--- config.mk ---
export PLATFORM = sky130hd
export DESIGN_NAME = sdram_port_sched
export DESIGN_NICKNAME = d
export VERILOG_FILES = /design/src/rtl/sdram_port_sched.sv
export SDC_FILE = /design/constraint.sdc
export NUM_CORES = 1
export LEC_CHECK = 0
export ABC_CLOCK_PERIOD_IN_PS = 1370
export CAP_MARGIN = 30
export CORE_MARGIN = 2
export CORE_UTILIZATION = 30
export DETAILED_ROUTE_END_ITERATION = 8
export PLACE_DENSITY = 0.69
export SLEW_MARGIN = 20
export SYNTH_ARGS = -nofsm -noshare
export SYNTH_HDL_FRONTEND = slang
export SYNTH_SLANG_ARGS = --single-unit
--- constraint.sdc ---
create_clock -name sdram_clk -period 1.37 [get_ports sdram_clk]
set_clock_uncertainty 0.15 [all_clocks]
set_input_delay 0.274 -clock sdram_clk [delete_from_list [all_inputs] [get_ports sdram_clk]]
set_output_delay 0.274 -clock sdram_clk [all_outputs]
set_load 0.01 [all_outputs]
--- src/rtl/sdram_port_sched.sv ---
// sdram_port_sched
// Chooses which Wishbone port owns the SDRAM access interface. Rotating
// round-robin arbitration with an explicit grant/drain sequence. When
// SDRAM_SCHED_QUANTUM_EN is defined, a per-grant beat quantum asks a busy
// port to yield once other ports are waiting. Without the macro, a grant
// lasts until the owner drops its request, and yield_o is tied low.
//
// Ports:
//   sdram_clk, sdram_rst_n  clock, async active-low reset
//   req_i      per-port request level
//   idle_i     SDRAM controller idle
//   ack_i      one data beat accepted for the granted port
//   gnt_o      one-hot grant
//   gnt_enc_o  binary index of the granted port (held after release)
//   gnt_vld_o  grant active
//   yield_o    one-hot request to the owner to drop its request
//   switch_o   one-cycle pulse when a new grant is issued
//
// state   | meaning
// S_IDLE  | no owner; arbitrate when a request is pending and the controller is idle
// S_GRANT | owner active; count beats and raise yield when the quantum is used up
// S_DRAIN | owner released; hold the grant until the controller goes idle

module sdram_port_sched #(
  parameter int WB_PORTS = 3,
  parameter int QUANTUM  = 16,
  localparam int GW = $clog2(WB_PORTS)
) (
  input  logic                sdram_clk,
  input  logic                sdram_rst_n,
  input  logic [WB_PORTS-1:0] req_i,
  input  logic                idle_i,
  input  logic                ack_i,
  output logic [WB_PORTS-1:0] gnt_o,
  output logic [GW-1:0]       gnt_enc_o,
  output logic                gnt_vld_o,
  output logic [WB_PORTS-1:0] yield_o,
  output logic                switch_o
);

  typedef enum logic [1:0] {S_IDLE, S_GRANT, S_DRAIN} state_t;

  state_t              state, state_nxt;
  logic [WB_PORTS-1:0] req_q;
  logic                idle_q;
  logic [GW-1:0]       last_ptr, last_nxt;
  logic [WB_PORTS-1:0] gnt_nxt;
  logic [GW-1:0]       enc_nxt;
  logic                vld_nxt, switch_nxt;

  logic                hi_found, lo_found;
  logic [GW-1:0]       hi_idx, lo_idx, win_idx;
  logic [WB_PORTS-1:0] win_onehot;
  logic                any_req, own_req, competitor;

`ifdef SDRAM_SCHED_QUANTUM_EN
  localparam int CW = $clog2(QUANTUM + 1);
  logic                ack_q;
  logic [CW-1:0]       beat_cnt, cnt_nxt;
  logic [WB_PORTS-1:0] yield_q, yield_nxt;
  assign yield_o = yield_q;
`else
  localparam int unused_quantum = QUANTUM;
  logic unused_ack;
  assign unused_ack = ack_i;
  assign yield_o    = '0;
`endif

  // Inputs are registered once; the FSM acts on the registered copies so
  // every decision is one cycle behind the request lines.
  always_ff @(posedge sdram_clk or negedge sdram_rst_n) begin
    if (!sdram_rst_n) begin
      req_q  <= '0;
      idle_q <= 1'b0;
`ifdef SDRAM_SCHED_QUANTUM_EN
      ack_q  <= 1'b0;
`endif
    end else begin
      req_q  <= req_i;
      idle_q <= idle_i;
`ifdef SDRAM_SCHED_QUANTUM_EN
      ack_q  <= ack_i;
`endif
    end
  end

  // First requester strictly after last_ptr: lowest index above last_ptr,
  // else the lowest index at or below it (wrap-around).
  always_comb begin
    hi_found = 1'b0;
    lo_found = 1'b0;
    hi_idx   = '0;
    lo_idx   = '0;
    for (int i = WB_PORTS - 1; i >= 0; i--) begin
      if (req_q[i]) begin
        if (i > int'(last_ptr)) begin
          hi_found = 1'b1;
          hi_idx   = GW'(i);
        end else begin
          lo_found = 1'b1;
          lo_idx   = GW'(i);
        end
      end
    end
  end

  assign win_idx    = hi_found ? hi_idx : lo_idx;
  assign win_onehot = WB_PORTS'(1) << win_idx;
  assign any_req    = hi_found | lo_found;
  assign own_req    = req_q[gnt_enc_o];
  assign competitor = |(req_q & ~gnt_o);

  always_comb begin
    state_nxt  = state;
    gnt_nxt    = gnt_o;
    enc_nxt    = gnt_enc_o;
    vld_nxt    = gnt_vld_o;
    switch_nxt = 1'b0;
    last_nxt   = last_ptr;
`ifdef SDRAM_SCHED_QUANTUM_EN
    cnt_nxt    = beat_cnt;
    yield_nxt  = '0;
`endif
    case (state)
      S_IDLE: begin
        gnt_nxt = '0;
        vld_nxt = 1'b0;
        if (any_req && idle_q) begin
          gnt_nxt    = win_onehot;
          enc_nxt    = win_idx;
          last_nxt   = win_idx;
          vld_nxt    = 1'b1;
          switch_nxt = 1'b1;
          state_nxt  = S_GRANT;
`ifdef SDRAM_SCHED_QUANTUM_EN
          cnt_nxt    = '0;
`endif
        end
      end
      S_GRANT: begin
`ifdef SDRAM_SCHED_QUANTUM_EN
        if (ack_q && beat_cnt != CW'(QUANTUM)) cnt_nxt = beat_cnt + 1'b1;
`endif
        if (!own_req) begin
          state_nxt = S_DRAIN;
`ifdef SDRAM_SCHED_QUANTUM_EN
        end else if (yield_q != '0) begin
          // Once raised, yield stays until the owner lets go.
          yield_nxt = yield_q;
        end else if (cnt_nxt == CW'(QUANTUM) && competitor) begin
          yield_nxt = gnt_o;
`endif
        end
      end
      S_DRAIN: begin
        if (idle_q) begin
          gnt_nxt   = '0;
          vld_nxt   = 1'b0;
          state_nxt = S_IDLE;
        end
      end
      default: begin
        gnt_nxt   = '0;
        vld_nxt   = 1'b0;
        state_nxt = S_IDLE;
      end
    endcase
  end

  always_ff @(posedge sdram_clk or negedge sdram_rst_n) begin
    if (!sdram_rst_n) begin
      state     <= S_IDLE;
      gnt_o     <= '0;
      gnt_enc_o <= '0;
      gnt_vld_o <= 1'b0;
      switch_o  <= 1'b0;
      last_ptr  <= GW'(WB_PORTS - 1);
`ifdef SDRAM_SCHED_QUANTUM_EN
      beat_cnt  <= '0;
      yield_q   <= '0;
`endif
    end else begin
      state     <= state_nxt;
      gnt_o     <= gnt_nxt;
      gnt_enc_o <= enc_nxt;
      gnt_vld_o <= vld_nxt;
      switch_o  <= switch_nxt;
      last_ptr  <= last_nxt;
`ifdef SDRAM_SCHED_QUANTUM_EN
      beat_cnt  <= cnt_nxt;
      yield_q   <= yield_nxt;
`endif
    end
  end

endmodule

# [After elaboration in Yosys (flattened, before gate mapping)]
# Cells that the tools add are included.
[word_totals] regBits=15 latchBits=0 ramBits=0 rom_bits=0 output_inout_bits=10 elab_cells=56 memories=0
[classes] addsub=0 n_mul=0 div=0 magnitude_cmp=3 eq_ne=5 n_shift=1 mux=32 bitwise_logic=2 n_reduce_logical=5
[op_table] op="2-bit two-way mux" count=13
[op_table] op="1-bit two-way mux" count=13
[op_table] op="3-bit one-hot mux with 3 select lines" count=1
[op_table] op="3-bit two-way mux" count=2
[op_table] op="2-bit != test, second input constant" count=3
[op_table] op="2-bit one-hot mux with 3 select lines" count=1
[op_table] op="2-bit AND reduction" count=2
[op_table] op="2-bit by 3-bit < comparator with 1-bit output, second input constant" count=1
[op_table] op="1-bit one-hot mux with 3 select lines" count=1
[op_table] op="3-bit AND reduction" count=1
[op_table] op="1-bit by 2-bit left shift with 3-bit output, first input constant" count=1
[op_table] op="1-bit binary-select mux with 2-bit select" count=1
[op_table] op="2-bit by 1-bit equality test with 1-bit output, second input constant" count=1
[op_table] op="2-bit equality test, second input constant" count=1
[op_table] op="1-bit by 2-bit greater-than comparator with 1-bit output, first input constant" count=1
[op_table] op="2-bit greater-than comparator, first input constant" count=1
[op_table] op="2-bit zero test" count=1
[op_table] op="1-bit logical AND" count=1
[op_table] op="1-bit inverter" count=1
[op_table] op="1-bit bitwise OR" count=1

# [Longest topological paths before layout]
# Gate-level depths: netlist of the first run.
[depth] ltp_word=10 mapped_depth=4

# [Worst setup path before layout of the first run]
# OpenSTA, ideal clock, no wires.
[synth_path] path_kind="register to register" from="reg state[1]" to="reg last_ptr[1]" setup_time_ns=0.091 t_arrival_ns=1.237 t_required_ns=1.129 setup_slack_ns=-0.107 path_stages_with_launch=4 path_cell_list="dfrtp_1 -> or3b_4 -> or2_4 -> o31ai_1"
[synth_between] elab_chain_len=2
[synth_lines] element="start: declaration" line_no="43" text="state_t state, state_nxt;"
[synth_lines] element="start signal: assignment" line_no="183" text="state <= state_nxt;"
[synth_lines] element="2-bit zero test" line_no="124" text="case (state)"
[synth_lines] element="2-bit AND reduction (no source line)"
[synth_lines] element="end signal: assignment" line_no="177" text="last_ptr <= GW'(WB_PORTS - 1);"
[synth_lines] element="end signal: assignment" line_no="188" text="last_ptr <= last_nxt;"
[synth_lines] element="end: declaration" line_no="46" text="logic [GW-1:0] last_ptr, last_nxt;"
# Every way passes these cells.
# A chain may end at the register's enable or synchronous reset.

# [Worst setup path after layout of the first run]
[layout_path] from="reg state[0]" to="reg gnt_o[0]"
[layout_between] elab_chain_len=3
[layout_lines] element="2-bit equality test or 2-bit by 1-bit equality test with 1-bit output (tied branches)" line_no="124"
[layout_lines] element="2-bit != test (no source line) or 1-bit inverter (tied branches)"
[layout_lines] element="2-bit AND reduction (no source line)"
[layout_lines] element="end signal: assignment" line_no="184" text="gnt_o <= gnt_nxt;"
[layout_lines] element="end: declaration" line_no="34" text="output logic [WB_PORTS-1:0] gnt_o,"
# Several ways; a longest one is shown, not always the timed one.

==> results of run 1 <==
## sequential cells by signal, summed over array words and instances, names as in the netlist
| signal | cells |
|---|---|
| last_ptr | 1 |
| switch_o | 1 |
| gnt_vld_o | 1 |
| idle_q | 1 |
| gnt_o | 3 |
| gnt_enc_o | 2 |
| state | 2 |
| req_q | 3 |
## synthesized netlist by cell type
cell | count | area (um2)
nor3_1 | 1 | 5.00
buf_4 | 4 | 30.0
o21ai_0 | 6 | 30.0
a21o_1 | 1 | 7.51
o31ai_1 | 2 | 15.0
nor2b_1 | 1 | 6.26
a22oi_1 | 1 | 7.51
dfstp_2 | 1 | 26.3
and2_1 | 1 | 6.26
inv_2 | 1 | 3.75
nor2_1 | 1 | 3.75
dfrtp_1 | 13 | 325
a22o_1 | 2 | 17.5
or2_4 | 1 | 8.76
or3b_2 | 1 | 8.76
inv_1 | 1 | 3.75
or3b_4 | 1 | 11.3
nand2_1 | 3 | 11.3
nand2b_1 | 2 | 12.5
mux2i_1 | 1 | 10.0
o22ai_1 | 1 | 6.26
a32o_1 | 2 | 20.0
conb_1 | 1 | 3.75
a31o_2 | 1 | 8.76
## routing by layer
layer / vias to the layer above / wire, um / part of all wire / track usage
met2: 15 / 493 / 0.47 / 0.171
met5: - / 0 / 0 / 0
met3: 2 / 72 / 0.068 / 0.0556
met1: 218 / 480 / 0.46 / 0.133
li1: 224 / - / - / -
met4: 0 / 7 / 0.0066 / 0.0286
## timing repair
action                                  in CTS  in global routing
pin swaps                                    1                  2
endpoints found under the setup margin      15                 13
gates resized for setup                     12                  5
## final cells by class
class,count,area [um2]
fillers,177,1070
clock buffers,4,36.3
multi-input cells,32,213
well taps,27,33.8
inverters,2,10.0
repair buffers,22,185
flip-flops and latches,14,352
## critical path: cells and delay by family (launching register included)
family | cells | cell delay (ns)
and+or+nand+nor | 2 | 0.65
DFF | 1 | 0.41
AOI/OAI and AO/OA | 1 | 0.15
buffers and inverters | 1 | 0.08
## how the worst min path moves through the flow
stage,to,startpoint,slack (ns)
finish,gnt_enc_o[0],sdram_rst_n,0.15
global route,req_q[0],sdram_rst_n,0.15
CTS,gnt_enc_o[0],sdram_rst_n,0.15
detailed placement,gnt_vld_o,gnt_vld_o,0.32
global placement,gnt_vld_o,gnt_vld_o,0.31
floorplan,gnt_enc_o[0],sdram_rst_n,-0.17
## power by group
part | total, mW | leakage [nW] | switching, mW | internal [mW]
Combinational | 0.591 | 0.194 | 0.280 | 0.311
Clock | 0.288 | 0.0210 | 0.127 | 0.162
Sequential | 0.601 | 0.175 | 0.0648 | 0.536
## logic make-up after synthesis
kind of cell / Yosys count / synth area share
buffers and inverters: 6 / 0.0637
and+or+nand+nor: 12 / 0.125
muxes: 1 / 0.0170
AOI/OAI and AO/OA: 16 / 0.191
DFF: 14 / 0.597
other: 1 / 0.00636
==> results_dict.tcl, run 1 <==
set metrics [dict create \
    status "complete, but fails checks" \
    violations "setup timing" \
    power_density_nw_per_um2 1780 \
    cp_cell_sequence "or3b_4 > or2_4 > inv_4 > a32o_1" \
    grt_max_degree 15 \
    reg2reg_depth 4 \
    cp.arrival_ns 1.57 \
    area.growth.synth_to_final_pct 40.8 \
    placed_area_um2 798 \
    final_util 0.436 \
    cp_data_required_time_ns 1.44 \
    power_leakage_nw 0.389 \
    avgSynthCellArea_um2 11.8 \
    htreeDepth 1 \
    final_common_cell "dfrtp_1" \
    antennaDiodeCount 0 \
    ys_ff_latch 14 \
    slew_violations 0 \
    cts_buffers 3 \
    dp_hpwl_um 836 \
    place.gp.congestion 0.720 \
    cts_root_buf "clkbuf_4" \
    clockBufferDepth 2 \
    setup_slack_ns -0.133 \
    die_x_um 48.3 \
    nNetsFinal 82 \
    fin_hold_ws_ns 0.146 \
    rr_startpoint "state[0]" \
    grt_pass1_wl_um 1940 \
    num_vias 459 \
    synth_cell_type_count 24 \
    rr_endpoint "gnt_o[0]" \
    layout-drive-gt1-share 0.311 \
    hold_buffers 0 \
    most-common-layout-cells "dfrtp_1 (13), buf_4 (10), o21ai_0 (6)" \
    setup_violations 8 \
    clk_latency_ns 0.28 \
    grt_setup_unrepaired "yes" \
    critical_path_class "reg2reg" \
    grt_usage 0.109 \
    reg2reg_slack_ns -0.13 \
    detail_route.wl_per_cell_um 10.4 \
    gr-total-overflow 0 \
    core_area_um2 1900 \
    ir_worst_vdd_uv 958 \
    end_kind "flip-flop" \
    port_buffers 12 \
    critPathCapture "gnt_o[0]" \
    yosys_warnings 0 \
    wirelength_um 1050 \
    die_area_um2 2330 \
    fmax_mhz 665 \
    io_pins 17 \
    power_mw 1.48 \
    finalCritPeriodShare 1.10 \
    post-place-ws_ns -0.108 \
    critPathLaunch "state[0]" \
    dpl.cell_count 97 \
    max_stage_delay_ns 0.41 \
    clk_pin_slew_worst_paths_ns 0.08 \
    drc 0 \
    cts.sink_count 14 \
    syn_inst 50 \
    hold_violations 0 \
    setup_tns_ns -0.779 \
    rows 16 \
    slowest_stage "dfrtp_1" \
    crit_path_max_fanout 6 \
    maxCapViolCount 0 \
    tritoncts "done" \
    drt-initial-drc-count 5 \
    cts_setup_buffers 0 \
    synthesis.area_um2 589 \
    yosysSeqAreaShare 0.597 \
    worstSetupStartpointType "flip-flop" \
    die_y_um 48.3 \
    vias_per_cell 4.54 \
    start_util 0.310 \
    post-route-min-period_ns 1.50 \
    grt_pass1_vias 448 \
    ant_nets 0 \
    finish.instance_area_um2 830 \
    antenna_found_initial 0 \
    drtPass1Iterations 2 \
    worstHoldPathType "in2async" \
    fin_cells 101 \
]
No activity file was read; power rests on OpenSTA's default activity.
==> inputs of run 2 (changes only) <==
--- a/config.mk
+++ b/config.mk
@@ -10,6 +10,7 @@
 export CORE_MARGIN = 2
 export CORE_UTILIZATION = 30
 export DETAILED_ROUTE_END_ITERATION = 8
+export HOLD_SLACK_MARGIN = 0.06
 export PLACE_DENSITY = 0.69
 export SLEW_MARGIN = 20
 export SYNTH_ARGS = -nofsm -noshare
==> results of run 2 <==
The final DEF is identical to that of run 1; final timing and power are the same.
==> inputs of run 3 (changes only) <==
--- a/config.mk
+++ b/config.mk
@@ -6,12 +6,11 @@
 export NUM_CORES = 1
 export LEC_CHECK = 0
 export ABC_CLOCK_PERIOD_IN_PS = 1370
-export CAP_MARGIN = 30
 export CORE_MARGIN = 2
-export CORE_UTILIZATION = 30
+export CORE_UTILIZATION = 39
 export DETAILED_ROUTE_END_ITERATION = 8
 export HOLD_SLACK_MARGIN = 0.06
-export PLACE_DENSITY = 0.69
+export PLACE_DENSITY = 0.82
 export SLEW_MARGIN = 20
 export SYNTH_ARGS = -nofsm -noshare
 export SYNTH_HDL_FRONTEND = slang
==> run 3 against run 2 <==
Compared with the run above: the flow still finishes with violations (setup timing); non-clock buffer count increased by 1; core utilization up 14 points; sequential power grew 1%; clock power shrank 19%; global-route usage grew 4.6 points; via count grew 0.87%; power up 0.27%; cell count fell by 9.9%; first-iteration DRC count unchanged; combinational power is 8.8% higher; largest cell class unchanged; highest routed layer unchanged.
==> results_dict.tcl, run 3 (synthesis results as in run 1) <==
set metrics [dict create \
    status "complete, but fails checks" \
    violations "setup timing" \
    ir_worst_vdd_uv 818 \
    power_density_nw_per_um2 1770 \
    cp_cell_sequence "or3b_4 > or2_4 > inv_6 > a32o_1" \
    end_kind "flip-flop" \
    core_area_um2 1450 \
    final_util 0.577 \
    maxCapViolCount 0 \
    reg.largest.list "gnt_o (3), req_q (3)" \
    grt_setup_unrepaired "yes" \
    die_area_um2 1840 \
    grt_usage 0.155 \
    io_pins 17 \
    die_y_um 42.9 \
    final_common_cell "dfrtp_1" \
    wirelength_um 1230 \
    fmax_mhz 660 \
    port_buffers 12 \
    setup_violations 9 \
    cts_root_buf "clkbuf_4" \
    detail_route.wl_per_cell_um 13.5 \
    place.gp.congestion 0.749 \
    num_vias 463 \
    drt-initial-drc-count 5 \
    nNetsFinal 83 \
    antennaDiodeCount 0 \
    ant_nets 0 \
    dpl.cell_count 86 \
    cts_buffers 3 \
    slew_violations 0 \
    grt_pass1_wl_um 2060 \
    drtPass1Iterations 4 \
    grt_pass1_vias 482 \
    slowest_stage "dfrtp_1" \
    critical_path_class "reg2reg" \
    clk_pin_slew_worst_paths_ns 0.08 \
    htreeDepth 1 \
    fin_cells 91 \
    cp_data_required_time_ns 1.43 \
    hold_violations 0 \
    clk_latency_ns 0.27 \
    antenna_found_initial 0 \
    crit_path_max_fanout 6 \
    rows 14 \
    layout-drive-gt1-share 0.293 \
    grt_max_degree 10 \
    power_mw 1.48 \
    most-common-layout-cells "dfrtp_1 (13), buf_4 (11), clkdlybuf4s15_1 (6)" \
    start_util 0.405 \
    die_x_um 42.9 \
    clockBufferDepth 2 \
    cp.arrival_ns 1.58 \
    gr-total-overflow 0 \
    power_leakage_nw 0.394 \
    worstSetupStartpointType "flip-flop" \
    finalCritPeriodShare 1.11 \
    area.growth.synth_to_final_pct 42.3 \
    worstHoldPathType "in2async" \
    setup_slack_ns -0.144 \
    max_stage_delay_ns 0.40 \
    tritoncts "done" \
    vias_per_cell 5.09 \
    drc 0 \
    nFillCells 124 \
    cts.sink_count 14 \
    post-route-min-period_ns 1.51 \
]
==> run 3: cell count changes in the layout (fill, tap and decap cells not counted) <==
| cell | delta |
|---|---|
| a31o_4 | +1 |
| nor3_2 | +1 |
| inv_6 | +1 |
| o21ai_0 | -1 |
| clkbuf_8 | -1 |
| inv_4 | -1 |
| clkbuf_2 | -2 |
| clkbuf_1 | +1 |
| dlygate4sd2_1 | +1 |
| buf_4 | +1 |
| a31o_2 | -1 |
| nor3_1 | -1 |
| o21ai_1 | +1 |
| clkdlybuf4s15_1 | +1 |
==> run 3: cell type report <==
cell class	instances	area (um2)	share of cell area
clock buffer	4	26.3	0.0313
tap	16	20.0	0.0239
sequential	14	352	0.419
timing repair buffer	23	201	0.240
inverter	2	12.5	0.0149
multi-input combinational	32	226	0.270
==> run 3: worst paths after layout <==
| kind | from | cells after the start | end | slack, ns |
|---|---|---|---|---|
| max reg2reg | state[0] | 4 | gnt_o[0] | -0.14 |
| max | state[0] | 4 | gnt_o[0] | -0.14 |
| min reg2reg | gnt_vld_o | 1 | gnt_vld_o | 0.35 |
| min | sdram_rst_n | 1 | state[0] | 0.08 |
| max in group asynchronous | sdram_rst_n | 2 | gnt_o[1] | 0.57 |
| min in group sdram_clk | idle_i | 1 | idle_q | 0.29 |
==> run 3: metal layers <==
metal | track usage | routed length, um | vias up
li1 | - | - | 222
met1 | 0.190 | 496 | 225
met2 | 0.252 | 660 | 14
met3 | 0.0426 | 55 | 2
met4 | 0.0750 | 12 | 0
met5 | 0 | 0 | -
==> run 3: critical path: cells and delay by family, from the launching register on <==
family / cells / cell delay, ns
flops: 1 / 0.40
compound gates: 1 / 0.16
buf+inv: 1 / 0.08
simple gates: 2 / 0.65
==> run 3: what timing repair did <==
action,CTS,global route
pin swaps,1,0
resized for setup,11,7
setup endpoints to repair,15,12
hold buffers,0,0
endpoints found under the hold margin,0,0
setup buffers,1,0
==> run 3: metrics by stage <==
stage | TNS (ns) | worst slack, ns | hold slack (ns) | instance area [um2]
finish | -0.957 | -0.144 | 0.0782 | 838
CTS | -0.936 | -0.148 | 0.0870 | 818
detailed placement | -0.708 | -0.147 | 0.317 | 785
global route | -1.37 | -0.199 | 0.0882 | 838
global placement | -0.489 | -0.0967 | 0.314 | 785
floorplan | -0.388 | -0.0768 | -0.172 | 599
==> run 3: power breakdown <==
part / leakage (nW) / switching [mW] / internal, mW
logic: 0.205 / 0.297 / 0.346
clock network: 0.0150 / 0.120 / 0.113
registers: 0.175 / 0.0719 / 0.536
total: 0.394 / 0.489 / 0.995
